[src/rtl/edge_evt_pkg.sv]
// Shared types and helpers for the edge-event scheduler.
package edge_evt_pkg;

  typedef enum logic {
    IDLE  = 1'b0,
    OFFER = 1'b1
  } fsm_state_t;

  // Width of an input index; a single-input build still needs one bit.
  function automatic int id_w(input int n);
    return (n > 1) ? $clog2(n) : 1;
  endfunction

endpackage

[src/rtl/edge_evt_chan.sv]
// One requester lane: edge detect, saturating pending-event counter and
// sticky overflow flag.
module edge_evt_chan #(
  parameter int RISING_EDGE = 1,
  parameter int CNT_W       = 4
) (
  input  logic clk,
  input  logic rst_n,
  input  logic en,
  input  logic lvl,
  input  logic dec,
  input  logic ovf_clr,
  output logic pend_nz,
  output logic ovf
);

  localparam logic [CNT_W-1:0] PEND_MAX = '1;

  logic             prev;
  logic [CNT_W-1:0] pend;
  logic             edge_det;
  logic             inc;
  logic             sat;
  logic             ovf_set;

  assign edge_det = (RISING_EDGE != 0) ? (lvl & ~prev) : (~lvl & prev);
  assign inc      = edge_det & en;
  assign sat      = (pend == PEND_MAX);
  // A decrement in the same cycle frees the slot, so a saturated edge is kept.
  assign ovf_set  = inc & sat & ~dec;
  assign pend_nz  = |pend;

  always_ff @(posedge clk) begin
    if (!rst_n) begin
      prev <= 1'b0;
      pend <= '0;
      ovf  <= 1'b0;
    end else begin
      prev <= lvl;
      if (inc && !dec && !sat)
        pend <= pend + CNT_W'(1);
      else if (dec && !inc)
        pend <= pend - CNT_W'(1);
      ovf <= ovf_set | (ovf & ~ovf_clr);
    end
  end

endmodule

[src/rtl/edge_evt_sched.sv]
// Edge-event scheduler: per-input pending counters drained one event at a
// time through a valid/ready port in round-robin order.
module edge_evt_sched
  import edge_evt_pkg::*;
#(
  parameter  int NUM_REQ     = 4,
  parameter  int RISING_EDGE = 1,
  parameter  int CNT_W       = 4,
  localparam int ID_W        = id_w(NUM_REQ)
) (
  input  logic               clk,
  input  logic               rst_n,
  input  logic               en,
  input  logic [NUM_REQ-1:0] lvl_i,
  output logic               evt_valid,
  output logic [ID_W-1:0]    evt_id,
  input  logic               evt_ready,
  output logic [NUM_REQ-1:0] ovf,
  input  logic               ovf_clr
);

  localparam logic [ID_W-1:0] LAST_ID = ID_W'(NUM_REQ - 1);

  fsm_state_t         state, state_nxt;
  logic [ID_W-1:0]    rr_ptr, rr_nxt;
  logic [ID_W-1:0]    evt_id_nxt;
  logic [ID_W-1:0]    pick_id;
  logic               pick_vld;
  logic [NUM_REQ-1:0] pend_nz;
  logic [NUM_REQ-1:0] dec;
  int                 rr_idx;

  for (genvar n = 0; n < NUM_REQ; n++) begin : g_chan
    edge_evt_chan #(
      .RISING_EDGE(RISING_EDGE),
      .CNT_W      (CNT_W)
    ) u_chan (
      .clk    (clk),
      .rst_n  (rst_n),
      .en     (en),
      .lvl    (lvl_i[n]),
      .dec    (dec[n]),
      .ovf_clr(ovf_clr),
      .pend_nz(pend_nz[n]),
      .ovf    (ovf[n])
    );
  end

  // Scan offsets high to low so the smallest offset from rr_ptr wins.
  always_comb begin
    pick_vld = 1'b0;
    pick_id  = '0;
    rr_idx   = 0;
    for (int i = NUM_REQ - 1; i >= 0; i--) begin
      rr_idx = int'(rr_ptr) + i;
      if (rr_idx >= NUM_REQ) rr_idx = rr_idx - NUM_REQ;
      if (pend_nz[ID_W'(rr_idx)]) begin
        pick_vld = 1'b1;
        pick_id  = ID_W'(rr_idx);
      end
    end
  end

  always_comb begin
    state_nxt  = state;
    evt_id_nxt = evt_id;
    rr_nxt     = rr_ptr;
    dec        = '0;
    case (state)
      IDLE: begin
        if (pick_vld) begin
          evt_id_nxt = pick_id;
          state_nxt  = OFFER;
        end
      end
      OFFER: begin
        if (evt_ready) begin
          dec[evt_id] = 1'b1;
          rr_nxt      = (evt_id == LAST_ID) ? '0 : evt_id + ID_W'(1);
          state_nxt   = IDLE;
        end
      end
      default: state_nxt = IDLE;
    endcase
  end

  always_ff @(posedge clk) begin
    if (!rst_n) begin
      state  <= IDLE;
      rr_ptr <= '0;
      evt_id <= '0;
    end else begin
      state  <= state_nxt;
      rr_ptr <= rr_nxt;
      evt_id <= evt_id_nxt;
    end
  end

  assign evt_valid = (state == OFFER);

endmodule

[config.mk]
export PLATFORM = sky130hd
export DESIGN_NAME = edge_evt_sched
export DESIGN_NICKNAME = d
export VERILOG_FILES = /design/src/rtl/edge_evt_pkg.sv /design/src/rtl/edge_evt_chan.sv /design/src/rtl/edge_evt_sched.sv
export SDC_FILE = /design/constraint.sdc
export NUM_CORES = 1
export LEC_CHECK = 0
export CAP_MARGIN = 10
export CORE_MARGIN = 4
export CORE_UTILIZATION = 50
export CTS_CLUSTER_SIZE = 14
export DETAILED_ROUTE_END_ITERATION = 12
export PLACE_DENSITY = 0.74
export RECOVER_POWER = 50
export SLEW_MARGIN = 0
export SYNTH_ARGS = -nofsm -noshare
export SYNTH_HDL_FRONTEND = slang
export SYNTH_HIERARCHICAL = 1
export SYNTH_SLANG_ARGS = --single-unit
[constraint.sdc]
create_clock -name clk -period 2.7 [get_ports clk]
set_input_delay 0.54 -clock clk [delete_from_list [all_inputs] [get_ports clk]]
set_output_delay 0.54 -clock clk [all_outputs]
set_load 0.005 [all_outputs]
Yosys cells after proc, flatten, opt, wreduce, memory -nomap -nowiden. Index checks and enable logic that the tools add are counted. Widths: inputs -> output; s select.

Word-level logic and storage cells: 155. Output and inout port bits: 7. Input port bits: 9. Bits in registers: 29.

Reduce and logical (&&, ||, !) cells: 35. Equal/unequal tests: 5. Add/sub/neg operators: 16. Bitwise gates (word level): 34. Muxes and demuxes: 40. Order comparisons: 10.

Operator list (count): $mux 4 (10); $and 1x1->1 (20); $mux 2 (9); $add 4x1->4 const B (4); $eq 4x4->1 const B (4); $lt 2x4->1 const B (4); $reduce_or 4->1 (4); $sub 4x1->4 const B (4); $mux 1 (15); $logic_and 1x1->1 (13); $logic_not 1->1 (12); $not 1->1 (10); $ge 3x3->1 const B (3); $bmux 1 s2 (4); $reduce_bool 2->1 (4); $sub 2x1->2 const B (4); $add 2x2->3 const B (2); $or 1x1->1 (4); $reduce_and 2->1 (2); $add 2x1->3 const B (1); $ge 2x3->1 const B (1); $lt 2x3->1 const B (1); $add 2x1->2 const B (1); $demux 1 s2 (1); other kinds (3) (3).

Longest topological paths before layout.
Depth after elaboration: 12. Depth in mapped cells: 10. Mapped depth without buffers: 10.

Cells and area by module. Netlist, hierarchy kept.

By module, submodules not included: edge_evt_chan (cells an instance 38, sequential area each 120.1 µm², instances 4, area an instance 362.8 µm²); edge_evt_sched (cells an instance 43, sequential area each 100.1 µm², instances 1, area an instance 349.1 µm²).

Least setup slack after synthesis. OpenSTA, ideal clock, no wires.

Path type: register to register. Start: register evt_id[0]. End: register g_chan[2].u_chan.pend[3]. Data required time: 2.628 ns. Arrival time: 2.257 ns. Buffers on the path: 0. Stages on the path, launching flop included: 11. Clock period less this slack: 2.329 ns. Setup time: 0.072 ns. Path slack: 0.371 ns. Cells stage by stage: dfxtp_1 > inv_1 > ha_1 > and3_1 > nor3b_4 > inv_1 > ha_1 > a21o_1 > a21oi_1 > mux2i_1 > mux2i_1.

Word-level cells in the longest chain between the ends: 10. Elaborated cells between the ends (all ways): 13. Classes of those cells: order compare: 2; mux: 5; reduce/logical: 6.

Ends and longest elaborated chain: from (decl) (RTL line edge_evt_sched.sv:16) `output logic [ID_W-1:0] evt_id,`; from (signal assigned) (RTL line edge_evt_sched.sv:95) `evt_id <= evt_id_nxt;`; $lt 2x3->1 (implied by the code) / $ge 2x1->1 (equally long branches) (RTL line edge_evt_sched.sv:78) `dec[evt_id] = 1'b1;`; $logic_and 1x1->1 (implied by the code) (RTL line edge_evt_sched.sv:78); $mux 1 (implied by the code) (RTL line edge_evt_sched.sv:78); $demux 1 s2 * (RTL line edge_evt_sched.sv:78); $mux 4 * (RTL line edge_evt_sched.sv:77) `if (evt_ready) begin`; $mux 4 * (RTL line edge_evt_sched.sv:69) `case (state)`; via dec[2] (RTL line edge_evt_sched.sv:30) `logic [NUM_REQ-1:0] dec;`; $logic_not 1->1 (RTL line edge_evt_chan.sv:40) `if (inc && !dec && !sat)`; $logic_and 1x1->1 (2 in a row) (RTL line edge_evt_chan.sv:40); $mux 4 / $reduce_bool 2->1 (equally long branches); to (signal assigned) (RTL line edge_evt_chan.sv:41) `pend <= pend + CNT_W'(1);`; to (signal assigned) (RTL line edge_evt_chan.sv:43) `pend <= pend - CNT_W'(1);`; to (decl) (RTL line edge_evt_chan.sv:20) `logic [CNT_W-1:0] pend;`.

Mark *: on every way through the listed nets, which the timed path passes. The rest lies on a longest branch. A chain may end at the register's enable or synchronous reset.

Worst setup path in the final report.
Start: input port evt_ready. End: register g_chan[1].u_chan.pend[3].

Word-level cells in the longest chain between the ends: 6. Elaborated cells between the ends (all ways): 8. Classes of those cells: mux: 3; reduce/logical: 5.

Ends and longest elaborated chain: from (decl) (RTL line edge_evt_sched.sv:17) `input logic evt_ready,`; $mux 4 * (RTL line edge_evt_sched.sv:77); $mux 4 * (RTL line edge_evt_sched.sv:69); via dec[1] (RTL line edge_evt_sched.sv:30); $logic_not 1->1 (RTL line edge_evt_chan.sv:40); $logic_and 1x1->1 (2 in a row) (RTL line edge_evt_chan.sv:40); $mux 4 / $reduce_bool 2->1 (equally long branches); to (signal assigned) (RTL line edge_evt_chan.sv:41); to (signal assigned) (RTL line edge_evt_chan.sv:43); to (decl) (RTL line edge_evt_chan.sv:20).

Marked as above.

==> impl_metrics.csv <==
group,metric,value,unit
synth,synth_top_area_share,32.2,%
critical_path,path_max_fanout,6,
drt,ant_nets,0,
synth,yosys_most_used_dff,"dfxtp_1",
global_route,grt_pass1_vias,1517,
clocking,clock-sinks,29,
drt,drc,0,
clocking,cts.clk_slew.worst_paths,0.08,ns
global_route,globalRouteOverflowTotal,0,
clocking,postCtsSetupRepairBufs,0,
cells_and_area,area_growth,23.1,%
synth,yosysUniqueCellTypes,30,
clocking,cts_made_buffers,5,
drt,wl,3940,µm
sta,tightest_slew,0.509,ns
flow_run,cap_viol_max_count,0,
synth,yosysWarnings,6,
clocking,cts_resized,0,
synth,synth_most_common_cell,"dfxtp_1",
sta,slew_headroom,66.1,%
cells_and_area,finalInstanceArea,0.00222,mm²
sta,finalSetupViolCount,0,
clocking,ctsRootBufferMaster,"clkbuf_4",
floorplan,dieWidth,68.0,µm
clocking,cts_htree_levels,2,
synth,synth.largest_area_cell,"dfxtp_1",
synth,synth-edff-count,0,
run_status,outcome,"finished, final reports clean",
global_route,antenna_found_initial,0,
critical_path,required,2.96,ns
floorplan,core.rowCount,21,
global_route,grt_pass1_wl,6750,µm
synth,netlist_area,0.00180,mm²
drt,via_per_inst,5.49,
power_and_ir_drop,power.density,549,mW/mm²
sta,rsz0062_at_grt,"no",
global_route,grt_max_degree,14,
synth,yosys_register_bits,29,
floorplan,die_area,0.00462,mm²
sta,fmax,0.403,GHz
drt,post_drt_wl_per_cell,13.9,µm
synth,synthCells,195,
synth,async_reset_ff_share,0,%
drt,dr.pass1.iters,4,
sta,fin_skew,0.00763,ns
critical_path,cp.arrival,2.74,ns
clocking,cts_tree,"done",
synth,yosysSeqAreaShare,32.2,%
placement,place_congestion,0.859,
sta,setup_slack,0.217,ns
min_path,holdCritPathClass,"reg2reg",
clocking,postCtsHoldBufs,0,
drt,via_count,1560,
floorplan,coreArea,0.00342,mm²
power_and_ir_drop,peakVddDrop,389,µV
placement,port_buffers,15,
placement,dp_hpwl,3130,µm
cells_and_area,antennaDiodeCount,0,
synth,avgSynthCellArea,9.23,µm²
sta,period_minus_slack,2.48,ns
drt,drt_iter0_drc,115,
sta,hold_violations,0,
global_route,gr-usage-all-layers,19.6,%
placement,place_area,0.00217,mm²
floorplan,start_util,52.7,%
placement,dp_worst_setup_slack,-0.114,ns
sta,drv_slew,0,
critical_path,cp-end-kind,"flip-flop",
critical_path,crit_type,"in2reg",
floorplan,die_h,68.0,µm
synth,syn-num-nets,220,
power_and_ir_drop,p_leak,1.01,nW
critical_path,startpoint_type,"input pin",
clocking,clkLatencyLatePin,0.33,ns
synth,synth_area_leaders,"dfxtp_1, ha_1, a21oi_1, fa_1, mux2i_1",
clocking,ctsLongestPathBuffers,2,
cells_and_area,drive_above_1_share,18.9,%
synth,synth_commonest_cells,"dfxtp_1, a21oi_1, inv_1",
floorplan,ios,16,
sta,post-route-period-util,92.0,%
cells_and_area,final_net_count,263,
## routing by layer
layer / share of wire (%) / wire [µm] / global-route usage [%] / up-vias
li1: - / - / - / 780
met1: 46 / 1810 / 22.7 / 728
met2: 47 / 1860 / 32.0 / 39
met3: 4.5 / 177 / 6.90 / 13
met4: 2.2 / 88 / 9.18 / 0
met5: 0 / 0 / 0 / -
## layout make-up
class / instances / area [µm²]
Clock buffer: 7 / 55.1
Tap cell: 46 / 57.6
Inverter: 18 / 67.6
Sequential cell: 29 / 581
Multi-Input combinational cell: 148 / 1150
Fill cell: 290 / 1200
Timing Repair Buffer: 36 / 304
## cells in the final DEF, fill, tap and decap left out, drive strengths merged, types with 5 or more instances in the layout
cell	instances
ha	12
inv	18
nor3	13
nor2	5
a21oi	20
clkdlybuf4s50	10
nand2	14
o21ai	8
mux2i	8
buf	19
dfxtp	29
dlygate4sd3	5
clkbuf	9
and2	8
a21o	5
a21boi	5
nand3	9
## power breakdown
group	leakage [nW]	internal (mW)	switching [mW]	total (mW)
Sequential	0.238	0.474	0.0626	0.536
Combinational	0.738	0.212	0.203	0.415
Clock	0.0314	0.123	0.144	0.266
## state kept, by name, indices dropped and copies added, names as in the netlist
signal / flops
g_chan.u_chan/pend: 16
rr_ptr: 2
evt_id: 2
g_chan.u_chan/ovf: 4
evt_valid: 1
g_chan.u_chan/prev: 4
## kinds of logic after synthesis
| kind of cell | share of synthesized area (%) |
|---|---|
| simple gates | 29.3 |
| fa+ha+maj | 12.8 |
| buf+inv | 3.75 |
| compound gates | 15.6 |
| xor+xnor | 1.95 |
| flops | 32.2 |
| mux | 4.45 |
## stage by stage
| step | total power, mW | hold WS [ns] | util (%) | cells | setup TNS, ns |
|---|---|---|---|---|---|
| after floorplan | 0.810 | 0.453 | - | 195 | 0 |
| after global placement | 0.931 | 0.471 | 63.4 | 277 | -0.0366 |
| after detailed placement | 0.958 | 0.482 | 63.4 | 277 | -0.358 |
| after CTS | 1.23 | 0.495 | 65.0 | 284 | 0 |
| after global routing | 1.30 | 0.521 | 64.9 | 284 | 0 |
| final | 1.22 | 0.487 | 64.9 | 284 | 0 |
## worst max-delay path, cell delays in order
cell and delay (ns):
clkdlybuf4s50_1 0.51, and3_1 0.29, nor3b_4 0.22, inv_1 0.10, ha_1 0.27, a21o_1 0.17
a21oi_1 0.18, mux2i_1 0.26, mux2i_1 0.20
## worst paths after layout
check | slack (ns) | endpoint | cells after the start | startpoint
max | 0.22 | g_chan[1].u_chan/pend[3]$_SDFFE_PN0P_ | 9 | evt_ready
min | 0.49 | g_chan[0].u_chan/pend[3]$_SDFFE_PN0P_ | 2 | g_chan[0].u_chan/pend[3]$_SDFFE_PN0P_
max reg2reg | 0.27 | g_chan[2].u_chan/pend[3]$_SDFFE_PN0P_ | 10 | evt_id[0]$_SDFFE_PN0P_
min reg2reg | 0.49 | g_chan[0].u_chan/pend[3]$_SDFFE_PN0P_ | 2 | g_chan[0].u_chan/pend[3]$_SDFFE_PN0P_
Note: power is estimated with default switching activity, not from simulation.
==> RTL edit 1 (same flow settings) <==
`CNT_W` is set to 4 in 2 places; all go to 3.
--- a/src/rtl/edge_evt_chan.sv
+++ b/src/rtl/edge_evt_chan.sv
@@ -3,5 +3,5 @@
 module edge_evt_chan #(
   parameter int RISING_EDGE = 1,
-  parameter int CNT_W       = 4
+  parameter int CNT_W       = 3
 ) (
   input  logic clk,
--- a/src/rtl/edge_evt_sched.sv
+++ b/src/rtl/edge_evt_sched.sv
@@ -6,5 +6,5 @@
   parameter  int NUM_REQ     = 4,
   parameter  int RISING_EDGE = 1,
-  parameter  int CNT_W       = 4,
+  parameter  int CNT_W       = 3,
   localparam int ID_W        = id_w(NUM_REQ)
 ) (
Formal check against the unedited RTL: no difference found for any inputs over 10 cycles, from zero or initial values and one cycle with rst_n low; that may be too few to reach the edited logic, so the function may still have changed.
==> RTL edit 1 against the unedited design <==
Clock skew decreased by 0.0024 ns. First-iteration DRC count decreased by 57%. Worst setup slack improved by 0.085 ns. Global-route usage decreased by 2.9 points. Area after synthesis decreased by 11%. Power decreased by 25%. Routed wire length decreased by 19%. Sequential cell count decreased by 4. Cell area decreased by 17%. Fmax increased by 3.5%. Critical endpoint is now g_chan[1].u_chan/pend[2].
==> RTL edit 1: results (changes against the unedited design) <==
run_status:
  outcome: "finished clean"
final_layout:
  buffers_excl_clock: 18  # -50%
  register_area_um2: 500  # -14%
  multi_input_area_share_pct: 55.7  # +3.7 points
  finalNetCount: 207  # -21%
  clkCellAreaFrac_pct: 1.43  # -1.1 points
  multi_input_cells: 124  # -16%
  nonClkBufAreaFrac_pct: 8.99  # -4.7 points
  nClkBuffers: 4  # -3
  drive_gt1_share_pct: 18.0  # -0.92 points
  top_regs: "g_chan.u_chan/pend x12, g_chan.u_chan/ovf x4, g_chan.u_chan/prev x4"
synthesis:
  synth-seq-area-share_pct: 31.4  # -0.87 points
  synthAdderAreaFrac_pct: 8.16  # -4.6 points
  synth_area_leaders: "dfxtp_1 (31%), nor3b_2 (6.3%), fa_1 (5.0%), nand3b_4 (5.0%), inv_1 (4.2%)"
  synth_cell_type_count: 31  # +3.3%
  synth_ff_type: "dfxtp_1"
  synth.area.mux_share_pct: 2.51  # -1.9 points
  synth_compound_area_share_pct: 9.10  # -6.5 points
  synth_commonest_cells: "dfxtp_1 (25), inv_1 (18), nand2_1 (14)"
  syn_area_per_cell_um2: 9.55  # +3.5%
  synth_xor_area_share_pct: 0  # -1.9 points
setup_path:
  cp-endpoint: "g_chan[1].u_chan/pend[2]"
  r2r_cells: 9  # -1
  reg2reg_to: "g_chan[2].u_chan/pend[2]"
  ff2ff_setup_slack_ns: 0.45  # +0.18 ns
  cpPeakStageDelay_ns: 0.60  # +0.09 ns
  slowest_stage: "dlygate4sd3_1"
  crit_arrival_ns: 2.62  # -0.12 ns
power_and_ir_drop:
  powerDensity_nw_per_um2: 499  # -9.3%
  irDropWorstVdd_v: 0.000255  # -34%
  clockPowerShare_pct: 18.7  # -3.2 points
  combPwrFrac_pct: 31.7  # -2.4 points
  cellLeakagePower_nw: 0.763  # -24%
global_routing:
  grt_pass1_vias: 1231  # -19%
  grt_max_degree: 15  # +1
  grt_use_total_pct: 16.7  # -2.9 points
worst_hold_path:
  hp-start: "g_chan[3].u_chan/pend[1]"
place:
  gp_congestion: 0.804  # -6.4%
  io_buffers: 15  # unchanged
  dpl_cell_area_um2: 1820  # -16%
  dp_hpwl_um: 2480  # -21%
  dp.cells: 229  # -17%
detailed_routing:
  wirelength_um: 3180  # -19%
  wl_per_cell_um: 13.6  # -1.5%
  drtIter0Drc: 50  # -57%
  num_vias: 1250  # -20%
timing:
  relSlewSlack_pct: 56.5  # -9.6 points
  finClkSkew_ns: 0.00523  # -0.00240 ns
  whs_ns: 0.530  # +0.0432 ns
cts:
  path_clk_slew_ns: 0.13  # +0.05 ns
  tritoncts.num_buffers: 3  # -2
  cts.sinks: 25  # -14%
  h-tree-depth: 1  # -1
-- RTL edit 1: per-layer routing --
layer  GRT usage [%]  share of wire, %  vias up
met5               0                 0        -
met4            3.43              0.97        0
met3            3.12               2.5        4
met2            30.7                50       19
met1            20.2                47      595
li1                -                 -      632
-- RTL edit 1: through the flow --
| step | util, % | setup WS, ns |
|---|---|---|
| 3_3_place_gp | 59.7 | 0.132 |
| 3_5_place_dp | 59.7 | 0.100 |
| 6_report | 60.2 | 0.302 |
| 2_1_floorplan | - | 0.647 |
| 4_1_cts | 60.6 | 0.451 |
| 5_1_grt | 60.2 | 0.151 |
-- RTL edit 1: critical path: cells and delay by family --
kind / cells / cell delay [ns]
AO/OA/AOI/OAI: 1 / 0.19
AND/OR/NAND/NOR: 4 / 0.79
buffers and inverters: 2 / 0.69
adder cells (fa/ha/maj): 1 / 0.40
==> RTL edit 2 (config.mk and constraints unchanged) <==
Made on the original files. Make the reset (`rst_n`) asynchronous in 2 clocked blocks.
--- a/src/rtl/edge_evt_chan.sv
+++ b/src/rtl/edge_evt_chan.sv
@@ -31,5 +31,5 @@
   assign pend_nz  = |pend;
 
-  always_ff @(posedge clk) begin
+  always_ff @(posedge clk or negedge rst_n) begin
     if (!rst_n) begin
       prev <= 1'b0;
--- a/src/rtl/edge_evt_sched.sv
+++ b/src/rtl/edge_evt_sched.sv
@@ -85,5 +85,5 @@
   end
 
-  always_ff @(posedge clk) begin
+  always_ff @(posedge clk or negedge rst_n) begin
     if (!rst_n) begin
       state  <= IDLE;
Behaviour: same outputs for any inputs over 10 cycles, from zero or initial values and one cycle with rst_n low; that may be too few to reach the edited logic, so the function may still have changed.
==> RTL edit 2 against the unedited design <==
The run now ends with capacitance limit, slew limit left. Critical path depth did not move. Largest power group unchanged. Sequential cell count did not move. Cell area fell by 5.3%. Power rose by 52%. Fmax fell by 0.96%. Routed wire length fell by 19%. Area after synthesis fell by 5.8%. Worst setup slack got worse by 0.024 ns. Worst hold slack improved by 0.0018 ns. First-iteration DRC count fell by 37%.
==> RTL edit 2: results (changes against the unedited design) <==
cts:
  clk_latency_ns: 0.34
  post_cts_resize_count: 0  # unchanged
  cts_buffer_depth: 2  # unchanged
  h-tree-depth: 2  # unchanged
  path_clk_slew_ns: 0.10  # +0.02 ns
  root_buffer: "clkbuf_4"
  cts_setup_buffers: 0  # unchanged
  tritoncts.num_buffers: 5  # unchanged
synthesis:
  synth-seq-area-share_pct: 42.8  # +11 points
  synth_commonest_cells: "dfrtp_1 (29), ha_1 (12), xor2_1 (12)"
  synthArstFlopShare_pct: 100  # +100 points
  ys_warn_count: 6  # unchanged
  synth_cell_type_count: 27  # -10%
  synth_nets: 162  # -26%
  synth_area_leaders: "dfrtp_1 (43%), ha_1 (8.8%), xor2_1 (6.2%), mux2_2 (6.0%), fa_1 (4.7%)"
run_status:
  violations: "capacitance limit, slew limit"
  outcome: "finished with violations"
detailed_routing:
  wl_per_cell_um: 14.3  # +3.5%
  drt_pass1_iterations: 4  # unchanged
  num_vias: 1202  # -23%
  drtIter0Drc: 73  # -37%
  drc: 0  # unchanged
setup_path:
  cp_max_fo: 6  # unchanged
  critical-path-top-delay-family: "simple AND/OR/NAND/NOR gates"
  slowest_stage: "dfrtp_1"
  cpPeakStageDelay_ns: 0.48  # -0.03 ns
place:
  gp_congestion: 0.793  # -7.7%
  dp_hpwl_um: 2500  # -20%
  io_buffers: 15  # unchanged
  dpl_cell_area_um2: 2050  # -5.3%
timing:
  relSlewSlack_pct: -3.57  # -70 points
  maxSlewViolCount: 30  # +30
  period_share_pct: 92.9  # +0.89 points
  finClkSkew_ns: 0.00994  # +0.00231 ns
final_layout:
  top_regs: "g_chan.u_chan/pend x16, g_chan.u_chan/ovf x4, g_chan.u_chan/prev x4"
  fillers: 262  # -9.7%
  finalNetCount: 202  # -23%
  diodes: 0  # unchanged
  drive_gt1_share_pct: 27.0  # +8.1 points
  utilization_pct: 66.6  # +1.7 points
global_routing:
  antenna_found_initial: 0  # unchanged
  grt_first_pass_wirelength_um: 5690  # -16%
  grt_max_degree: 30  # +16
  grt_use_total_pct: 17.9  # -1.7 points
power_and_ir_drop:
  irDropWorstVdd_v: 0.000416  # +7.0%
  cellLeakagePower_nw: 0.993  # -1.5%
worst_hold_path:
  min_path_type: "reg2reg"
job:
  maxCapViolations: 1  # +1
-- RTL edit 2: cell count changes after synthesis, moves of 6 or more --
cell | unedited run | this run
mux2_2 | 0 | 9
nand3_1 | 9 | 0
inv_1 | 18 | 7
o21ai_0 | 8 | 2
dfrtp_1 | 0 | 29
a21oi_1 | 20 | 6
dfxtp_1 | 29 | 0
nand2_1 | 14 | 7
nor3_1 | 13 | 0
xor2_1 | 4 | 12
and2_1 | 8 | 0
-- RTL edit 2: power breakdown --
group          internal [mW]  switching, mW  leakage (nW)
registers              0.599          0.214         0.350
clock network         0.0989          0.157        0.0320
logic                  0.447          0.342         0.610
-- RTL edit 2: area by class of cell --
cell class                 instances  area (um2)  share of cell area [%]
tap                               44        55.1                    2.62
sequential                        29         726                    34.6
clock inverter                     2        10.0                   0.477
clock buffer                       6        41.3                    1.97
timing repair buffer              34         302                    14.4
multi-input combinational        100         940                    44.8
inverter                           7        26.3                    1.25
-- RTL edit 2: logic make-up after synthesis --
logic type / count (synthesis) / synth area share (%)
buffers and inverters: 8 / 1.84
AND/OR/NAND/NOR: 37 / 17.5
AO/OA/AOI/OAI: 20 / 8.63
multiplexers: 15 / 9.51
XOR/XNOR: 12 / 6.19
adder cells (fa/ha/maj): 16 / 13.6
flip-flops: 29 / 42.8
-- RTL edit 2: worst paths after layout --
path                                                from                        to  slack, ns  cells after the start
max in group asynchronous                          rst_n  g_chan[1].u_chan/pend[2]       0.69                      2
worst max-delay path                           evt_id[0]  g_chan[2].u_chan/pend[3]       0.19                      9
worst min-delay path            g_chan[0].u_chan/pend[3]  g_chan[0].u_chan/pend[3]       0.49                      1
min in group asynchronous                          rst_n  g_chan[2].u_chan/pend[1]       1.11                      2
worst max register to register                 evt_id[0]  g_chan[2].u_chan/pend[3]       0.19                      9
worst min register to register  g_chan[0].u_chan/pend[3]  g_chan[0].u_chan/pend[3]       0.49                      1
-- RTL edit 2: layer usage --
metal / wire length [um] / GRT usage (%) / up-vias
met5: 0 / 0 / -
met4: 58 / 6.85 / 0
met3: 154 / 7.14 / 5
met2: 1600 / 28.9 / 26
met1: 1370 / 21.1 / 592
li1: - / - / 579
-- RTL edit 2: per-stage QoR --
stage                     worst slack (ns)  cells
after floorplan                      0.393    137
after detailed placement            -0.109    214
final                                0.193    222
after global placement             -0.0574    214
after CTS                            0.187    222
after global routing                0.0615    222
